## src/rtl/eth_rx_framer_if.sv

```systemverilog
// rtl/eth_rx_framer_if.sv - PHY-side byte stream in, framed byte stream and end-of-frame status out
interface eth_rx_framer_if #(
  parameter int DATA_WIDTH = 8,
  parameter int LEN_W      = 11
);
  logic [DATA_WIDTH-1:0] rx_data;
  logic                  rx_valid;
  logic                  rx_dv;
  logic                  rx_er;
  logic [DATA_WIDTH-1:0] out_data;
  logic                  out_valid;
  logic                  frame_done;
  logic                  frame_good;
  logic                  err_crc;
  logic                  err_runt;
  logic                  err_giant;
  logic                  err_phy;
  logic [LEN_W-1:0]      frame_len;

  modport master (
    output rx_data, rx_valid, rx_dv, rx_er,
    input  out_data, out_valid, frame_done, frame_good,
    input  err_crc, err_runt, err_giant, err_phy, frame_len
  );

  modport slave (
    input  rx_data, rx_valid, rx_dv, rx_er,
    output out_data, out_valid, frame_done, frame_good,
    output err_crc, err_runt, err_giant, err_phy, frame_len
  );
endinterface

```

## src/rtl/eth_rx_framer.sv

```systemverilog
// rtl/eth_rx_framer.sv - receive framer: strips preamble/SFD and FCS, checks CRC-32 and frame length
module eth_crc32_byte (
  input  logic [31:0] crc_in,
  input  logic [7:0]  data,
  output logic [31:0] crc_out
);
  localparam logic [31:0] CRC32_POLY = 32'hEDB88320;

  always_comb begin
    crc_out = crc_in ^ {24'h0, data};
    for (int i = 0; i < 8; i++) begin
      crc_out = crc_out[0] ? ((crc_out >> 1) ^ CRC32_POLY) : (crc_out >> 1);
    end
  end
endmodule

module eth_rx_framer #(
  parameter int DATA_WIDTH = 8,
  parameter int MIN_LEN    = 64,
  parameter int MAX_LEN    = 1518,
  parameter int LEN_W      = 11
) (
  input logic            clk,
  input logic            rst,
  eth_rx_framer_if.slave bus
);
  localparam logic [7:0]       PREAMBLE_BYTE = 8'h55;
  localparam logic [7:0]       SFD_BYTE      = 8'hD5;
  localparam logic [LEN_W-1:0] MIN_L         = LEN_W'(MIN_LEN);
  localparam logic [LEN_W-1:0] MAX_L         = LEN_W'(MAX_LEN);
  localparam logic [LEN_W-1:0] FWD_LIMIT     = LEN_W'(MAX_LEN + 4);
  localparam logic [LEN_W-1:0] LEN_SAT       = '1;
  localparam logic [LEN_W-1:0] FCS_LEN       = LEN_W'(4);

  typedef enum logic [1:0] {S_IDLE, S_PREAMBLE, S_DATA, S_DROP} state_t;

  state_t                          state, state_next;
  logic [2:0]                      pre_cnt;
  logic [3:0][DATA_WIDTH-1:0]      dl;
  logic [2:0]                      dl_cnt;
  logic [31:0]                     crc_reg, crc_next;
  logic [LEN_W-1:0]                len_cnt, len_inc;
  logic                            phy_flag;

  logic [DATA_WIDTH-1:0]           out_data_q;
  logic                            out_valid_q, frame_done_q, good_q;
  logic                            crc_q, runt_q, giant_q, phy_q;
  logic [LEN_W-1:0]                len_q;

  logic byte_ev, is_pre, is_sfd;
  logic pre_start, pre_more, sfd_hit, data_ev, eof;
  logic [31:0] fcs_rx;
  logic crc_bad, runt, giant;

  assign byte_ev = bus.rx_valid && bus.rx_dv;
  assign is_pre  = (bus.rx_data == PREAMBLE_BYTE);
  assign is_sfd  = (bus.rx_data == SFD_BYTE);

  // The CRC only ever sees bytes leaving the delay line, so it excludes the FCS.
  eth_crc32_byte u_crc (
    .crc_in  (crc_reg),
    .data    (dl[3]),
    .crc_out (crc_next)
  );

  // The FCS arrives least-significant byte first, so the oldest entry is byte 0.
  assign fcs_rx  = {dl[0], dl[1], dl[2], dl[3]};
  assign crc_bad = (~crc_reg != fcs_rx) || (len_cnt < FCS_LEN);
  assign runt    = (len_cnt < MIN_L);
  assign giant   = (len_cnt > MAX_L);
  assign len_inc = (len_cnt == LEN_SAT) ? len_cnt : len_cnt + LEN_W'(1);

  // Reset lands in DROP so a frame still in flight is ignored until carrier drops.
  always_ff @(posedge clk) begin
    if (rst) state <= S_DROP;
    else     state <= state_next;
  end

  always_comb begin
    state_next = state;
    pre_start  = 1'b0;
    pre_more   = 1'b0;
    sfd_hit    = 1'b0;
    data_ev    = 1'b0;
    eof        = 1'b0;
    case (state)
      S_IDLE: begin
        if (byte_ev) begin
          if (is_pre) begin
            state_next = S_PREAMBLE;
            pre_start  = 1'b1;
          end else begin
            state_next = S_DROP;
          end
        end
      end
      S_PREAMBLE: begin
        if (!bus.rx_dv) begin
          state_next = S_IDLE;
        end else if (bus.rx_valid) begin
          if (is_pre && pre_cnt != 3'd7) begin
            pre_more = 1'b1;
          end else if (is_sfd) begin
            state_next = S_DATA;
            sfd_hit    = 1'b1;
          end else begin
            state_next = S_DROP;
          end
        end
      end
      S_DATA: begin
        if (!bus.rx_dv) begin
          state_next = S_IDLE;
          eof        = 1'b1;
        end else begin
          data_ev = bus.rx_valid;
        end
      end
      S_DROP: begin
        if (!bus.rx_dv) state_next = S_IDLE;
      end
      default: state_next = S_IDLE;
    endcase
  end

  always_ff @(posedge clk) begin
    if (rst) begin
      pre_cnt      <= '0;
      dl           <= '0;
      dl_cnt       <= '0;
      crc_reg      <= 32'hFFFFFFFF;
      len_cnt      <= '0;
      phy_flag     <= 1'b0;
      out_data_q   <= '0;
      out_valid_q  <= 1'b0;
      frame_done_q <= 1'b0;
      good_q       <= 1'b0;
      crc_q        <= 1'b0;
      runt_q       <= 1'b0;
      giant_q      <= 1'b0;
      phy_q        <= 1'b0;
      len_q        <= '0;
    end else begin
      out_valid_q  <= 1'b0;
      frame_done_q <= 1'b0;
      if (pre_start) begin
        pre_cnt  <= 3'd1;
        phy_flag <= bus.rx_er;
      end
      if (pre_more) begin
        pre_cnt  <= pre_cnt + 3'd1;
        phy_flag <= phy_flag | bus.rx_er;
      end
      if (sfd_hit) begin
        crc_reg  <= 32'hFFFFFFFF;
        len_cnt  <= '0;
        dl       <= '0;
        dl_cnt   <= '0;
        phy_flag <= phy_flag | bus.rx_er;
      end
      if (data_ev) begin
        len_cnt  <= len_inc;
        phy_flag <= phy_flag | bus.rx_er;
        dl       <= {dl[2:0], bus.rx_data};
        if (dl_cnt == 3'd4) begin
          crc_reg <= crc_next;
          // The emitted byte is four behind the one arriving; stop once it passes MAX_LEN.
          if (len_cnt < FWD_LIMIT) begin
            out_valid_q <= 1'b1;
            out_data_q  <= dl[3];
          end
        end else begin
          dl_cnt <= dl_cnt + 3'd1;
        end
      end
      if (eof) begin
        frame_done_q <= 1'b1;
        crc_q        <= crc_bad;
        runt_q       <= runt;
        giant_q      <= giant;
        phy_q        <= phy_flag;
        good_q       <= !(crc_bad || runt || giant || phy_flag);
        len_q        <= len_cnt;
        dl           <= '0;
        dl_cnt       <= '0;
      end
    end
  end

  assign bus.out_data   = out_data_q;
  assign bus.out_valid  = out_valid_q;
  assign bus.frame_done = frame_done_q;
  assign bus.frame_good = good_q;
  assign bus.err_crc    = crc_q;
  assign bus.err_runt   = runt_q;
  assign bus.err_giant  = giant_q;
  assign bus.err_phy    = phy_q;
  assign bus.frame_len  = len_q;
endmodule

```

## src/flat_wrapper.sv

```systemverilog
// flat-port wrapper written by rule: the top's interface ports become plain ports
module eth_rx_framer_flat 
#(
  parameter int DATA_WIDTH = 8,
  parameter int MIN_LEN    = 64,
  parameter int MAX_LEN    = 1518,
  parameter int LEN_W      = 11
)
  (clk, rst, bus_rx_data, bus_rx_valid, bus_rx_dv, bus_rx_er, bus_out_data, bus_out_valid, bus_frame_done, bus_frame_good, bus_err_crc, bus_err_runt, bus_err_giant, bus_err_phy, bus_frame_len);
  eth_rx_framer_if #(.DATA_WIDTH(DATA_WIDTH), .LEN_W(LEN_W)) bus_i ();
  input logic clk;
  input logic rst;
  input wire logic [$bits(bus_i.rx_data)-1:0] bus_rx_data;
  input wire logic [$bits(bus_i.rx_valid)-1:0] bus_rx_valid;
  input wire logic [$bits(bus_i.rx_dv)-1:0] bus_rx_dv;
  input wire logic [$bits(bus_i.rx_er)-1:0] bus_rx_er;
  output wire logic [$bits(bus_i.out_data)-1:0] bus_out_data;
  output wire logic [$bits(bus_i.out_valid)-1:0] bus_out_valid;
  output wire logic [$bits(bus_i.frame_done)-1:0] bus_frame_done;
  output wire logic [$bits(bus_i.frame_good)-1:0] bus_frame_good;
  output wire logic [$bits(bus_i.err_crc)-1:0] bus_err_crc;
  output wire logic [$bits(bus_i.err_runt)-1:0] bus_err_runt;
  output wire logic [$bits(bus_i.err_giant)-1:0] bus_err_giant;
  output wire logic [$bits(bus_i.err_phy)-1:0] bus_err_phy;
  output wire logic [$bits(bus_i.frame_len)-1:0] bus_frame_len;
  assign bus_i.rx_data = bus_rx_data;
  assign bus_i.rx_valid = bus_rx_valid;
  assign bus_i.rx_dv = bus_rx_dv;
  assign bus_i.rx_er = bus_rx_er;
  assign bus_out_data = bus_i.out_data;
  assign bus_out_valid = bus_i.out_valid;
  assign bus_frame_done = bus_i.frame_done;
  assign bus_frame_good = bus_i.frame_good;
  assign bus_err_crc = bus_i.err_crc;
  assign bus_err_runt = bus_i.err_runt;
  assign bus_err_giant = bus_i.err_giant;
  assign bus_err_phy = bus_i.err_phy;
  assign bus_frame_len = bus_i.frame_len;
  eth_rx_framer #(.DATA_WIDTH(DATA_WIDTH), .MIN_LEN(MIN_LEN), .MAX_LEN(MAX_LEN), .LEN_W(LEN_W)) u_core (.clk(clk), .rst(rst), .bus(bus_i));
endmodule
```

## config.mk

```make
export PLATFORM = sky130hd
export DESIGN_NAME = eth_rx_framer_flat
export DESIGN_NICKNAME = d
export VERILOG_FILES = /design/src/rtl/eth_rx_framer_if.sv /design/src/rtl/eth_rx_framer.sv /design/src/flat_wrapper.sv
export SDC_FILE = /design/constraint.sdc
export NUM_CORES = 1
export LEC_CHECK = 0
export ABC_CLOCK_PERIOD_IN_PS = 2800
export CORE_ASPECT_RATIO = 2
export CORE_MARGIN = 2
export CORE_UTILIZATION = 55
export CTS_BUF_LIST = sky130_fd_sc_hd__clkbuf_16
export DETAILED_ROUTE_END_ITERATION = 7
export PLACE_DENSITY = 0.79
export SLEW_MARGIN = 20
export SYNTH_ARGS = -nofsm -noshare
export SYNTH_HDL_FRONTEND = slang
export SYNTH_HIERARCHICAL = 1
export SYNTH_SLANG_ARGS = --single-unit
```

## constraint.sdc

```tcl
create_clock -name clk -period 2.8 [get_ports clk]
set_input_delay 0.28 -clock clk [delete_from_list [all_inputs] [get_ports clk]]
set_output_delay 0.28 -clock clk [all_outputs]
set_load 0.05 [all_outputs]
```

After elaboration in Yosys (flattened, before gate mapping)
Cells that the tools add are included.

storage, ports and cells
  flip-flop bits (word level) = 110
  bits of input ports = 13
  output and inout bits = 26
  word-level logic and storage cells = 121

operators by class
  $add $sub $neg = 3
  magnitude comparators = 4
  eq/ne operators = 14
  muxes and demuxes = 51
  bitwise logic cells = 13
  reductions and logical operators = 17

operators by type and width
  cell                   count
  $mux 32                13
  $not 13->14            8
  $mux 11                3
  $ne 32x32->1           1
  $not 32->32            1
  $xor 32x8->32          1
  $mux 1                 23
  $mux 3                 5
  $mux 2                 6
  $add 11x1->11 const B  1
  $eq 11x11->1 const B   1
  $gt 11x11->1 const B   1
  $lt 11x11->1 const B   1
  $lt 11x3->1 const B    1
  $lt 11x7->1 const B    1
  $ne 3x3->1 const B     3
  $eq 8x7->1 const B     1
  $eq 8x8->1 const B     1
  $add 3x1->3 const B    2
  $pmux 2 s3             1
  $eq 2x2->1 const B     2
  $logic_or 1x1->1       4
  $ne 2x2->1 const B     2
  $reduce_and 4->1       1
  other kinds (14)       18

Longest topological paths before layout
Gate-level depths: netlist of the first run.

  word-level depth = 19
  gate-level depth with buffers = 8
  depth with buffers taken out = 6

Modules after synthesis
The synthesis of the first run kept the hierarchy.

modules (own cells, without submodules)
  module          instances  cells an instance  area an instance (um^2)  sequential area each (um^2)
  eth_rx_framer   1          469                4,485.6                  2,202.1
  eth_crc32_byte  1          71                 747.0                    0.0

Least setup slack after synthesis of the first run
Ideal clock, no wire load.

  path kind = input -> register
  from = input bus_rx_data[1]
  to = register u_core/dl[0] (netlist bit)
  setup time = 0.128 ns
  arrival time = 1.914 ns
  required time = 2.672 ns
  setup slack = 0.759 ns
  cell stages on the path = 8
  path buffers = 3
  cells stage by stage = or3b_1 or4_1 buf_6 and2_4 buf_6 buf_8 a22oi_1 nor2_1

between the ends
  word-level cells in the longest chain between the ends = 7
  elaborated cells on any way between the ends = 9
  those cells by class = 2 x eq/ne; 5 x mux; 2 x reduce/logical

ends and longest elaborated chain
  element                                      RTL line                                    text
  start: declaration                           flat_wrapper.sv:13                          input wire logic [$bits(bus_i.rx_data)-1:0] bus_rx_data;
  $eq 8x8->1 or $eq 8x7->1 (tied branches)     eth_rx_framer.sv:57, eth_rx_framer.sv:56
  $mux 1 or $logic_and 1x1->1 (tied branches)  eth_rx_framer.sv:103, eth_rx_framer.sv:101
  $mux 1 (*)                                   eth_rx_framer.sv:101                        if (is_pre && pre_cnt != 3'd7) begin
  $mux 1 (*)                                   eth_rx_framer.sv:100                        end else if (bus.rx_valid) begin
  $mux 1 (*)                                   eth_rx_framer.sv:98                         if (!bus.rx_dv) begin
  $mux 1 (*)                                   eth_rx_framer.sv:86                         case (state)
  $reduce_bool 2->1 (no line) (*)              -
  end signal: assignment                       eth_rx_framer.sv:164                        dl <= {dl[2:0], bus.rx_data};
  end: declaration                             eth_rx_framer.sv:39                         logic [3:0][DATA_WIDTH-1:0] dl;

Every way passes the cells marked *; elsewhere a longest branch is shown, timed or not.
A chain may end at the register's enable or synchronous reset.

Final worst setup path of the first run
  from = register u_core/dl[30] (netlist bit)
  to = register u_core.crc_reg[18]

between the ends
  word-level cells in the longest chain between the ends = 12

ends and longest elaborated chain
  element                    RTL line              text
  $xor 32x8->32 (*)          eth_rx_framer.sv:10   crc_out = crc_in ^ {24'h0, data};
  $not 13->14 (no line)      -
  $mux 32 (*) (8 in series)  eth_rx_framer.sv:12   crc_out = crc_out[0] ? ((crc_out >> 1) ^ CRC32_POLY) : (crc_out >> 1);
  via u_core.crc_next[18]    eth_rx_framer.sv:41   logic [31:0] crc_reg, crc_next;
  $mux 32 (*)                eth_rx_framer.sv:165  if (dl_cnt == 3'd4) begin
  $mux 32 (*)                eth_rx_framer.sv:161  if (data_ev) begin
  end signal: assignment     eth_rx_framer.sv:166  crc_reg <= crc_next;
  end: declaration           eth_rx_framer.sv:41

The timed path passes the listed nets; every way through them passes the cells marked *.

==> run metrics, run 1 <==
crit-path leading delay family XOR/XNOR gates; outcome completed; Worst path slowest cell xnor2_2; CP peak stage delay roughly 0.53 ns; Worst setup EP type flip-flop; PD cells around 490 mW/mm²; root buffer cell clkbuf_16; Post-synth top flop dfxtp_1; Worst IR Drop VDD 465.6 µV; Diodes inserted 0; reg2reg start u_core/dl[30]$_SDFFE_PP0P_; Die Y 141.9 µm; final instance area ~0.0059 mm²; Req. time, crit path roughly 3.0 ns; dpl cells 659; GRT overflow 0; CTS sink cnt 110; gpl congestion between 0.9 and 1; Area after DPL approximately 0.0057 mm²; Seq/Total Area, Yosys 42.09%; Final Power around 3 mW; hold path startpoint u_core/bus.frame_good$_SDFFE_PP0P_; Core Rows 50; Tmin final 2.348 ns; full die area approximately 0.010 mm²; All-Layer GR Usage 25.19%; Worst path most repeated cell xnor2_1; Ys Warns 6; Hold Crit Depth 2; Hold EP u_core/bus.frame_good$_SDFFE_PP0P_; synthesized flop and latch total between 100 and 150; Core ar. ~0.0093 mm²; Post-CTS Setup Bufs 0; die width between 70 and 80 µm; cell with the most instances after synthesis dfxtp_1; r2r setup slk approximately 0.45 ns; ANT nets after route 0; internal power ~2.3 mW; Setup Crit Path Kind flip-flop to flip-flop; Setup violations, final 0; worst r2r path cells 6; P_leak 2.141 nW; WHS around 0.45 ns; vias post-DR between 4000 and 5000; vias per cell around 6.1; post-synth top area cell dfxtp_1; largest net degree at the start of global routing 46; count of buffer and inverter cells on the critical path 0; clk_skew 0.008137 ns; Syn Inst Count 540; initial DRC count 187; Async S/R FF share, synth 0%; reg2reg end u_core/crc_reg[18]$_SDFF_PP1_; vias in the first global route roughly 4000; Seq pwr share between 50% and 60%; Syn Area/Cell around 9.7 µm²; Gates resized, CTS repair 0; Worst Tran Pin Value about 1.0 ns; top cells by count, synth dfxtp_1, nor2_1, xnor2_1; Skew-Pair Late Insertion Delay about 0.35 ns; crit path DAT around 2.6 ns; RSZ-0062 raised after global routing no; Worst-path clk slew approximately 0.070 ns; Final nets 584; CP cell instances xnor2_2, xnor2_1, xor2_1, xnor2_1, o22ai_1, nand2b_1; H-tree depth 3; Tcrit/Tclk final 83.84%; share of cells above drive strength 1 7.531%; DRC violations left 0; Clock power frac 42.1%; Max-Cap Viols 0; WL/cell between 15 and 20 µm; IO Pins 39; hold buffer count at CTS 0; final hold violations 0; Switch Pwr between 600 and 700 µW; Worst Hold Class flip-flop to flip-flop; EDFF count, synth 0; Slew HR 33.30%; CTS tree yes; sum of negative setup slack 0 ns; Initial Utilization a little under three fifths; Net Sw Frac between 20% and 30%; Layout area overhead 13.44%; IO buf count 38; library cells used by synthesis 54; placed wire-length estimate between 9000 and 10000 µm; Synth area leaders dfxtp_1, xnor2_1, xor2_1, a22oi_1, nand2b_1; DR pass1 iterations 5; Max FO, Critical Path 5; crit start category flip-flop; combinational fraction of design power 3.8%; Non-Filler Instances between 600 and 700; Mapped Area approximately 0.0052 mm²; Slew Viols, Final 0; initial antenna violation count 0; Yosys top cell area share between 40% and 50%; global-route wire length before repair slightly below 20000 µm; total CTS buffers 9; total wire length around 12000 µm; clk buf depth 2; Peak Freq approximately 430 MHz; Synthesized Nets between 500 and 600
-- per-layer routing --
metal	up-vias	global-route usage (%)	routed length [µm]
met5	-	0	0
met4	0	17.15	798
met3	40	3.470	338
met2	124	46.41	6902
met1	2013	24.89	4441
li1	1936	-	-
-- worst max-delay path by stage --
stage	start	end	slack, ns	depth (start not counted)
floorplan	bus_rx_data[1]	u_core/dl[0]$_SDFFE_PP0P_	0.76	8
global placement	bus_rx_data[0]	u_core/len_cnt[3]$_SDFFE_PP0P_	0.38	6
detailed placement	bus_rx_data[0]	u_core/len_cnt[7]$_SDFFE_PP0P_	0.33	6
CTS	u_core/dl[30]$_SDFFE_PP0P_	u_core/crc_reg[18]$_SDFF_PP1_	0.53	6
global route	u_core/dl[30]$_SDFFE_PP0P_	u_core/crc_reg[18]$_SDFF_PP1_	0.45	6
finish	u_core/dl[30]$_SDFFE_PP0P_	u_core/crc_reg[18]$_SDFF_PP1_	0.45	6
-- cell families (layout without fill, tap and decap cells) --
logic type,Yosys count,in the layout,synth area share (%)
AOI/OAI and AO/OA,106,106,14.32
adders and majority gates,5,5,1.196
buffers and inverters,40,71,3.993
DFF,110,110,42.09
and+or+nand+nor,161,161,15.93
muxes,9,9,1.746
xor gates and xnor gates,109,109,20.73
-- cell usage in the layout (no fill, tap or decap), types with 2 or more instances in the layout --
| cell | Yosys | layout |
|---|---|---|
| buf_4 | 0 | 11 |
| a22oi_1 | 34 | 34 |
| xnor2_1 | 51 | 51 |
| ha_1 | 5 | 5 |
| o21ai_0 | 7 | 7 |
| xor3_1 | 2 | 2 |
| nor3_1 | 5 | 5 |
| dfxtp_1 | 110 | 110 |
| inv_1 | 5 | 5 |
| xor2_1 | 45 | 45 |
| clkinv_2 | 0 | 2 |
| clkdlybuf4s50_1 | 0 | 38 |
| o22ai_1 | 32 | 32 |
| a22o_1 | 14 | 14 |
| nand2_1 | 16 | 16 |
| or4_1 | 2 | 2 |
| o31ai_1 | 2 | 2 |
| mux2i_1 | 8 | 8 |
| nor2_1 | 60 | 60 |
| clkbuf_16 | 0 | 9 |
| nand4_1 | 11 | 11 |
| a21oi_1 | 7 | 7 |
| nand3_1 | 8 | 8 |
| clkinv_1 | 0 | 4 |
| nor4_1 | 6 | 6 |
| or2_2 | 2 | 2 |
| o21bai_1 | 2 | 2 |
| xnor2_2 | 8 | 8 |
| nor3b_1 | 2 | 2 |
| nand2b_1 | 36 | 36 |
-- worst min-delay path, delay by kind of cell, from the launching register on --
family,cells,cell delay [ns]
DFF,1,0.32
AOI/OAI and AO/OA,1,0.05
and+or+nand+nor,1,0.04
-- power by group through the flow --
| stage | registers [mW] | logic, mW | clock network, mW |
|---|---|---|---|
| after floorplan | 1.62 | 0.0680 | 0 |
| after global placement | 1.62 | 0.109 | 0 |
| after detailed placement | 1.62 | 0.112 | 0 |
| after CTS | 1.58 | 0.112 | 1.24 |
| after global routing | 1.58 | 0.122 | 1.31 |
| final | 1.58 | 0.112 | 1.23 |
-- area by class of cell --
| class | count | area [µm²] |
|---|---|---|
| well taps | 104 | 130.1 |
| clock inverters | 7 | 55.05 |
| multi-input cells | 390 | 2821 |
| fillers | 754 | 3386 |
| flip-flops and latches | 110 | 2202 |
| clock buffers | 9 | 225.2 |
| inverters | 5 | 18.77 |
| repair buffers | 50 | 483.0 |
-- through the flow --
step	utilization [%]	worst slack, ns
5_1_grt	63.68	0.4506
3_3_place_gp	60.67	0.3801
2_1_floorplan	-	0.7585
4_1_cts	63.68	0.5272
3_5_place_dp	60.67	0.3299
6_report	63.68	0.4524
(Power assumes the default switching activity.)
==> inputs of run 2 (changes only) <==
--- a/config.mk
+++ b/config.mk
@@ -5,10 +5,10 @@
 export SDC_FILE = /design/constraint.sdc
 export NUM_CORES = 1
 export LEC_CHECK = 0
-export ABC_CLOCK_PERIOD_IN_PS = 2800
+export ABC_CLOCK_PERIOD_IN_PS = 2100
 export CORE_ASPECT_RATIO = 2
 export CORE_MARGIN = 2
-export CORE_UTILIZATION = 55
+export CORE_UTILIZATION = 53
 export CTS_BUF_LIST = sky130_fd_sc_hd__clkbuf_16
 export DETAILED_ROUTE_END_ITERATION = 7
 export PLACE_DENSITY = 0.79
==> constraint.sdc (replaced) <==
create_clock -name clk -period 2.1 [get_ports clk]
set_input_delay 0.21 -clock clk [delete_from_list [all_inputs] [get_ports clk]]
set_output_delay 0.21 -clock clk [all_outputs]
set_load 0.05 [all_outputs]
==> run metrics, run 2 (synthesized netlist as in run 1, its figures left out) <==
outcome completed; CTS sink cnt 110 (unchanged); IO Pins 39 (unchanged); RSZ-0062 raised after global routing no; final core utilization 63.89% (+0.22 points); placed wire-length estimate 9661 µm (+6.9%); Tmin final 2.015 ns; initial antenna violation count 0 (unchanged); DR pass1 iterations 4 (-1); H-tree depth 3 (unchanged); Worst setup EP type flip-flop; Initial Utilization 53.95% (-2.2 points); total wire length 13370 µm (+7.1%); clk buf depth 2 (unchanged); hold buffer count at CTS 0 (unchanged); ANT nets after route 0 (unchanged); global-route wire length before repair 20670 µm (+3.9%); CP peak stage delay 0.75 ns (+0.22 ns); PD cells 625.8 mW/mm² (+27%); Core Rows 51 (+2.0%); Tcrit/Tclk final between 90% and 100%; count of buffer and inverter cells on the critical path 1 (+1); final instance area 0.006197 mm² (+4.4%); Worst-path clk slew 0.07 ns (about the same); Setup WS post-layout 0.08542 ns (-0.3670 ns); GRT overflow 0 (unchanged); IO buf count 38 (unchanged); clk_skew 0.006026 ns (-0.002111 ns); dpl cells 713 (+8.2%); Gates resized, CTS repair 0 (unchanged); vias in the first global route 4148 (+1.4%); initial DRC count 263 (+41%); DRC violations left 0 (unchanged); Final nets 611 (+4.6%); vias per cell 5.815 (-4.6%); crit path DAT 2.29 ns (-0.29 ns); crit-path leading delay family simple AND/OR/NAND/NOR gates; Final Power 3.878 mW (+33%); full die area 0.01073 mm² (+3.6%); Setup violations, final 0 (unchanged); Setup Crit Path Kind input port to flip-flop; root buffer cell clkbuf_16; Max-Cap Viols 0 (unchanged); P_leak 2.282 nW (+6.6%); largest net degree at the start of global routing 54 (+17%); vias post-DR 4233 (+2.9%); Post-CTS Setup Bufs 0 (unchanged); Worst Tran Pin Value 0.6956 ns (-0.3012 ns); Area after DPL 0.005903 mm² (+4.4%); All-Layer GR Usage 25.81% (+0.62 points); WL/cell 18.36 µm (-0.68%); CTS tree yes; Diodes inserted 0 (unchanged); final hold violations 0 (unchanged); most common cell after layout, fill and taps aside dfxtp_1; Post-Place Worst Slack -0.3329 ns (-0.6628 ns); Req. time, crit path 2.38 ns (-0.66 ns); Non-Filler Instances 728 (+7.9%); share of cells above drive strength 1 12.25% (+4.7 points); CP cell instances clkdlybuf4s50_1, or3b_1, or4_2, nor3b_2, nand2_1, a21oi_1; Max FO, Critical Path 6 (+1); die width 74.26 µm (+1.8%); Core ar. 0.009699 mm² (+4.1%); crit start category input port; commonest cells after routing, fill and taps aside dfxtp_1, nor2_1, xnor2_1; Peak Freq around 500 MHz; Layout area overhead 18.44%; Die Y 144.5 µm (+1.8%); total CTS buffers 9 (unchanged); Skew-Pair Late Insertion Delay 0.35 ns (about the same); gpl congestion 0.9220 (-2.4%); Worst Hold Class flip-flop to flip-flop; Worst IR Drop VDD 442.4 µV (-5.0%); Slew HR 53.62% (+20 points); Worst path slowest cell or4_2; Slew Viols, Final 0 (unchanged)
-- run 2: cell count changes in the layout (fill, tap and decap cells not counted), moves of 2 or more --
cell,change
buf_4,+25
clkinv_2,-2
inv_1,+2
clkinv_1,-2
-- run 2: final timing paths --
check	slack (ns)	endpoint	startpoint	depth (start not counted)
setup / recovery	0.09	u_core/pre_cnt[1]$_SDFFE_PP0P_	bus_rx_data[0]	6
hold / removal	0.47	u_core/bus.frame_good$_SDFFE_PP0P_	u_core/bus.frame_good$_SDFFE_PP0P_	2
setup reg to reg	0.11	u_core/crc_reg[21]$_SDFF_PP1_	u_core/dl[25]$_SDFFE_PP0P_	6
hold reg to reg	0.47	u_core/bus.frame_good$_SDFFE_PP0P_	u_core/bus.frame_good$_SDFFE_PP0P_	2
-- run 2: power by group --
| part | internal [mW] | switching (mW) |
|---|---|---|
| Clock | 0.895 | 0.701 |
| Combinational | 0.0749 | 0.0979 |
| Sequential | 2.10 | 0.0135 |
-- run 2: stage by stage --
step | setup TNS (ns) | hold WS [ns]
after floorplan | 0 | 0.3524
after global placement | -15.74 | 0.4404
after detailed placement | -18.44 | 0.4588
final | 0 | 0.4676
after CTS | 0 | 0.4743
after global routing | 0 | 0.4965
-- run 2: per-layer routing --
metal,track usage [%],vias up,wire length (µm),share of wire [%]
met5,0,-,0,0
met4,20.02,0,1139,8.5
met3,4.599,60,470,3.5
met2,45.86,129,7076,53
met1,25.30,2051,4682,35
li1,-,1993,-,-
-- run 2: cell type report --
class / instances / area, µm²
multi-input cells: 391 / 2850
repair buffers: 76 / 690.7
fillers: 808 / 3502
clock buffers: 9 / 225.2
flip-flops and latches: 110 / 2202
well taps: 132 / 165.2
inverters: 5 / 18.77
clock inverters: 5 / 45.04
-- run 2: worst min-delay path: stages, from the launching register on --
cell     delay, ns
dfxtp_1       0.33
nand2_1       0.05
o21ai_0       0.06
==> inputs of run 3 (changes only) <==
--- a/config.mk
+++ b/config.mk
@@ -12,6 +12,7 @@
 export CTS_BUF_LIST = sky130_fd_sc_hd__clkbuf_16
 export DETAILED_ROUTE_END_ITERATION = 7
 export PLACE_DENSITY = 0.79
+export RECOVER_POWER = 50
 export SLEW_MARGIN = 20
 export SYNTH_ARGS = -nofsm -noshare
 export SYNTH_HDL_FRONTEND = slang
==> run metrics, run 3 (synthesized netlist as in run 1, its figures left out) <==
clk_skew 0.007270 ns (+0.001245 ns); final hold violations 0 (unchanged); vias in the first global route 4148 (unchanged); total wire length 13370 µm (about the same); WHS 0.4596 ns (-0.008003 ns); CTS sink cnt 110 (unchanged); CTS tree yes; PD cells 628.9 mW/mm² (+0.50%); outcome completed; Worst-path clk slew 0.07 ns (about the same); reg2reg end u_core/crc_reg[21]$_SDFF_PP1_; Max-Cap Viols 0 (unchanged); Worst Tran Pin Value 0.7604 ns (+0.06476 ns); Worst path slowest cell or4_4; Max FO, Critical Path 32 (+26); All-Layer GR Usage 25.81% (unchanged); Skew-Pair Late Insertion Delay 0.35 ns (about the same); commonest cells after routing, fill and taps aside dfxtp_1, nor2_1, xnor2_1; DR pass1 iterations 4 (unchanged); crit path DAT 2.31 ns (+0.02 ns); Peak Freq 493.4 MHz (-0.60%); GRT overflow 0 (unchanged); Core ar. 0.009699 mm² (unchanged); worst r2r path cells 6 (unchanged); internal power 3.062 mW (-0.13%); vias per cell 5.787 (-0.47%); Core Rows 51 (unchanged); hold path startpoint u_core/bus.frame_good$_SDFFE_PP0P_; Layout area overhead 17.69%; Final nets 611 (unchanged); share of cells above drive strength 1 11.58% (-0.67 points); Clock power frac 41.2% (about the same); P_leak 2.354 nW (+3.2%); r2r setup slk 0.09 ns (-0.02 ns); IO Pins 39 (unchanged); full die area 0.01073 mm² (unchanged); CP peak stage delay 0.60 ns (-0.15 ns); Setup violations, final 0 (unchanged); Net Sw Frac 20.95% (about the same); DRC violations left 0 (unchanged); RSZ-0062 raised after global routing no; CP cell instances clkdlybuf4s50_1, or3b_1, or4_4, nand2_1, buf_6, o22ai_1, nand2b_1; largest net degree at the start of global routing 54 (unchanged); gpl congestion 0.9220 (unchanged); Initial Utilization 53.95% (unchanged); root buffer cell clkbuf_16; Hold Crit Depth 2 (unchanged); IO buf count 38 (unchanged); Setup Crit Path Kind input port to flip-flop; Req. time, crit path 2.38 ns (about the same); total CTS buffers 9 (unchanged); clk buf depth 2 (unchanged); Layout fillers 815 (+0.87%); most common cell after layout, fill and taps aside dfxtp_1; Seq pwr share 54.5% (about the same); die width 74.26 µm (unchanged); Slew Viols, Final 0 (unchanged); Tcrit/Tclk final 96.51% (+0.57 points); hold buffer count at CTS 0 (unchanged); reg2reg start u_core/dl[25]$_SDFFE_PP0P_; Worst IR Drop VDD 442.7 µV (about the same); Die Y 144.5 µm (unchanged); H-tree depth 3 (unchanged); ANT nets after route 0 (unchanged); Hold EP u_core/bus.frame_good$_SDFFE_PP0P_; Worst setup EP type flip-flop; Worst Hold Class flip-flop to flip-flop; vias post-DR 4213 (-0.47%); Switch Pwr 811.5 µW (-0.11%); Slew HR 49.31% (-4.3 points); initial antenna violation count 0 (unchanged); global-route wire length before repair 20670 µm (unchanged); Tmin final 2.027 ns (+0.01206 ns); combinational fraction of design power 4.3% (-0.2 points); placed wire-length estimate 9661 µm (unchanged); WL/cell 18.37 µm (about the same); crit start category input port; initial DRC count 257 (-2.3%); final core utilization 63.49% (-0.40 points); Diodes inserted 0 (unchanged)
## run 3: routing by layer
metal  vias to the layer above  track usage (%)  part of all wire (%)  wire [µm]
met1                      2039            25.30                    35       4644
met3                        58            4.599                   3.4        458
met4                         0            20.02                   8.4       1125
met5                         -                0                     0          0
li1                       1991                -                     -          -
met2                       125            45.86                    53       7142
## run 3: metrics by stage
| stage | worst slack [ns] | cells | power (mW) | cell area (µm²) | TNS, ns |
|---|---|---|---|---|---|
| after detailed placement | -0.3329 | 713 | 2.325 | 5903 | -18.44 |
| final | 0.07335 | 728 | 3.873 | 6158 | 0 |
| after floorplan | 0.1285 | 540 | 2.254 | 5233 | 0 |
| after CTS | 0.03165 | 727 | 3.912 | 6173 | 0 |
| after global routing | 0.005486 | 728 | 3.999 | 6158 | 0 |
| after global placement | -0.2720 | 713 | 2.320 | 5903 | -15.74 |
## run 3: area by class of cell
cell class / count / area [µm²] / area share, %
clock buffer: 9 / 225.2 / 3.657
clock inverter: 5 / 45.04 / 0.7314
inverter: 5 / 18.77 / 0.3048
multi-input combinational: 391 / 2846 / 46.22
sequential: 110 / 2202 / 35.76
tap: 132 / 165.2 / 2.682
timing repair buffer: 76 / 655.6 / 10.65
## run 3: worst max-delay path: cells and delay by family
family | cells | cell delay (ns)
buffers and inverters | 2 | 0.73
AND/OR/NAND/NOR | 4 | 1.21
AO/OA/AOI/OAI | 1 | 0.14
## run 3: timing repair
action / 4_1_cts / 5_1_grt
setup endpoints to repair: 0 / 25
gates resized for setup: 0 / 4
endpoints found under the hold margin: 0 / 0
setup buffers: 0 / 0
## run 3: how the worst max path moves through the flow
stage,from,endpoint,slack (ns),depth (start not counted)
after CTS,bus_rx_data[0],u_core/dl[10]$_SDFFE_PP0P_,0.03,6
after floorplan,bus_rx_data[1],u_core/dl[0]$_SDFFE_PP0P_,0.13,8
after global placement,bus_rx_data[0],u_core/dl[5]$_SDFFE_PP0P_,-0.27,6
final,bus_rx_data[0],u_core/crc_reg[3]$_SDFF_PP1_,0.07,7
after global routing,u_core/dl[25]$_SDFFE_PP0P_,u_core/crc_reg[21]$_SDFF_PP1_,0.005,6
after detailed placement,bus_rx_data[0],u_core/dl[10]$_SDFFE_PP0P_,-0.33,6
## run 3: power groups by stage
stage	clock, mW	combinational (mW)	sequential [mW]
finish	1.60	0.167	2.11
global route	1.71	0.180	2.11
CTS	1.63	0.169	2.11
detailed placement	0	0.168	2.16
global placement	0	0.164	2.16
floorplan	0	0.0907	2.16
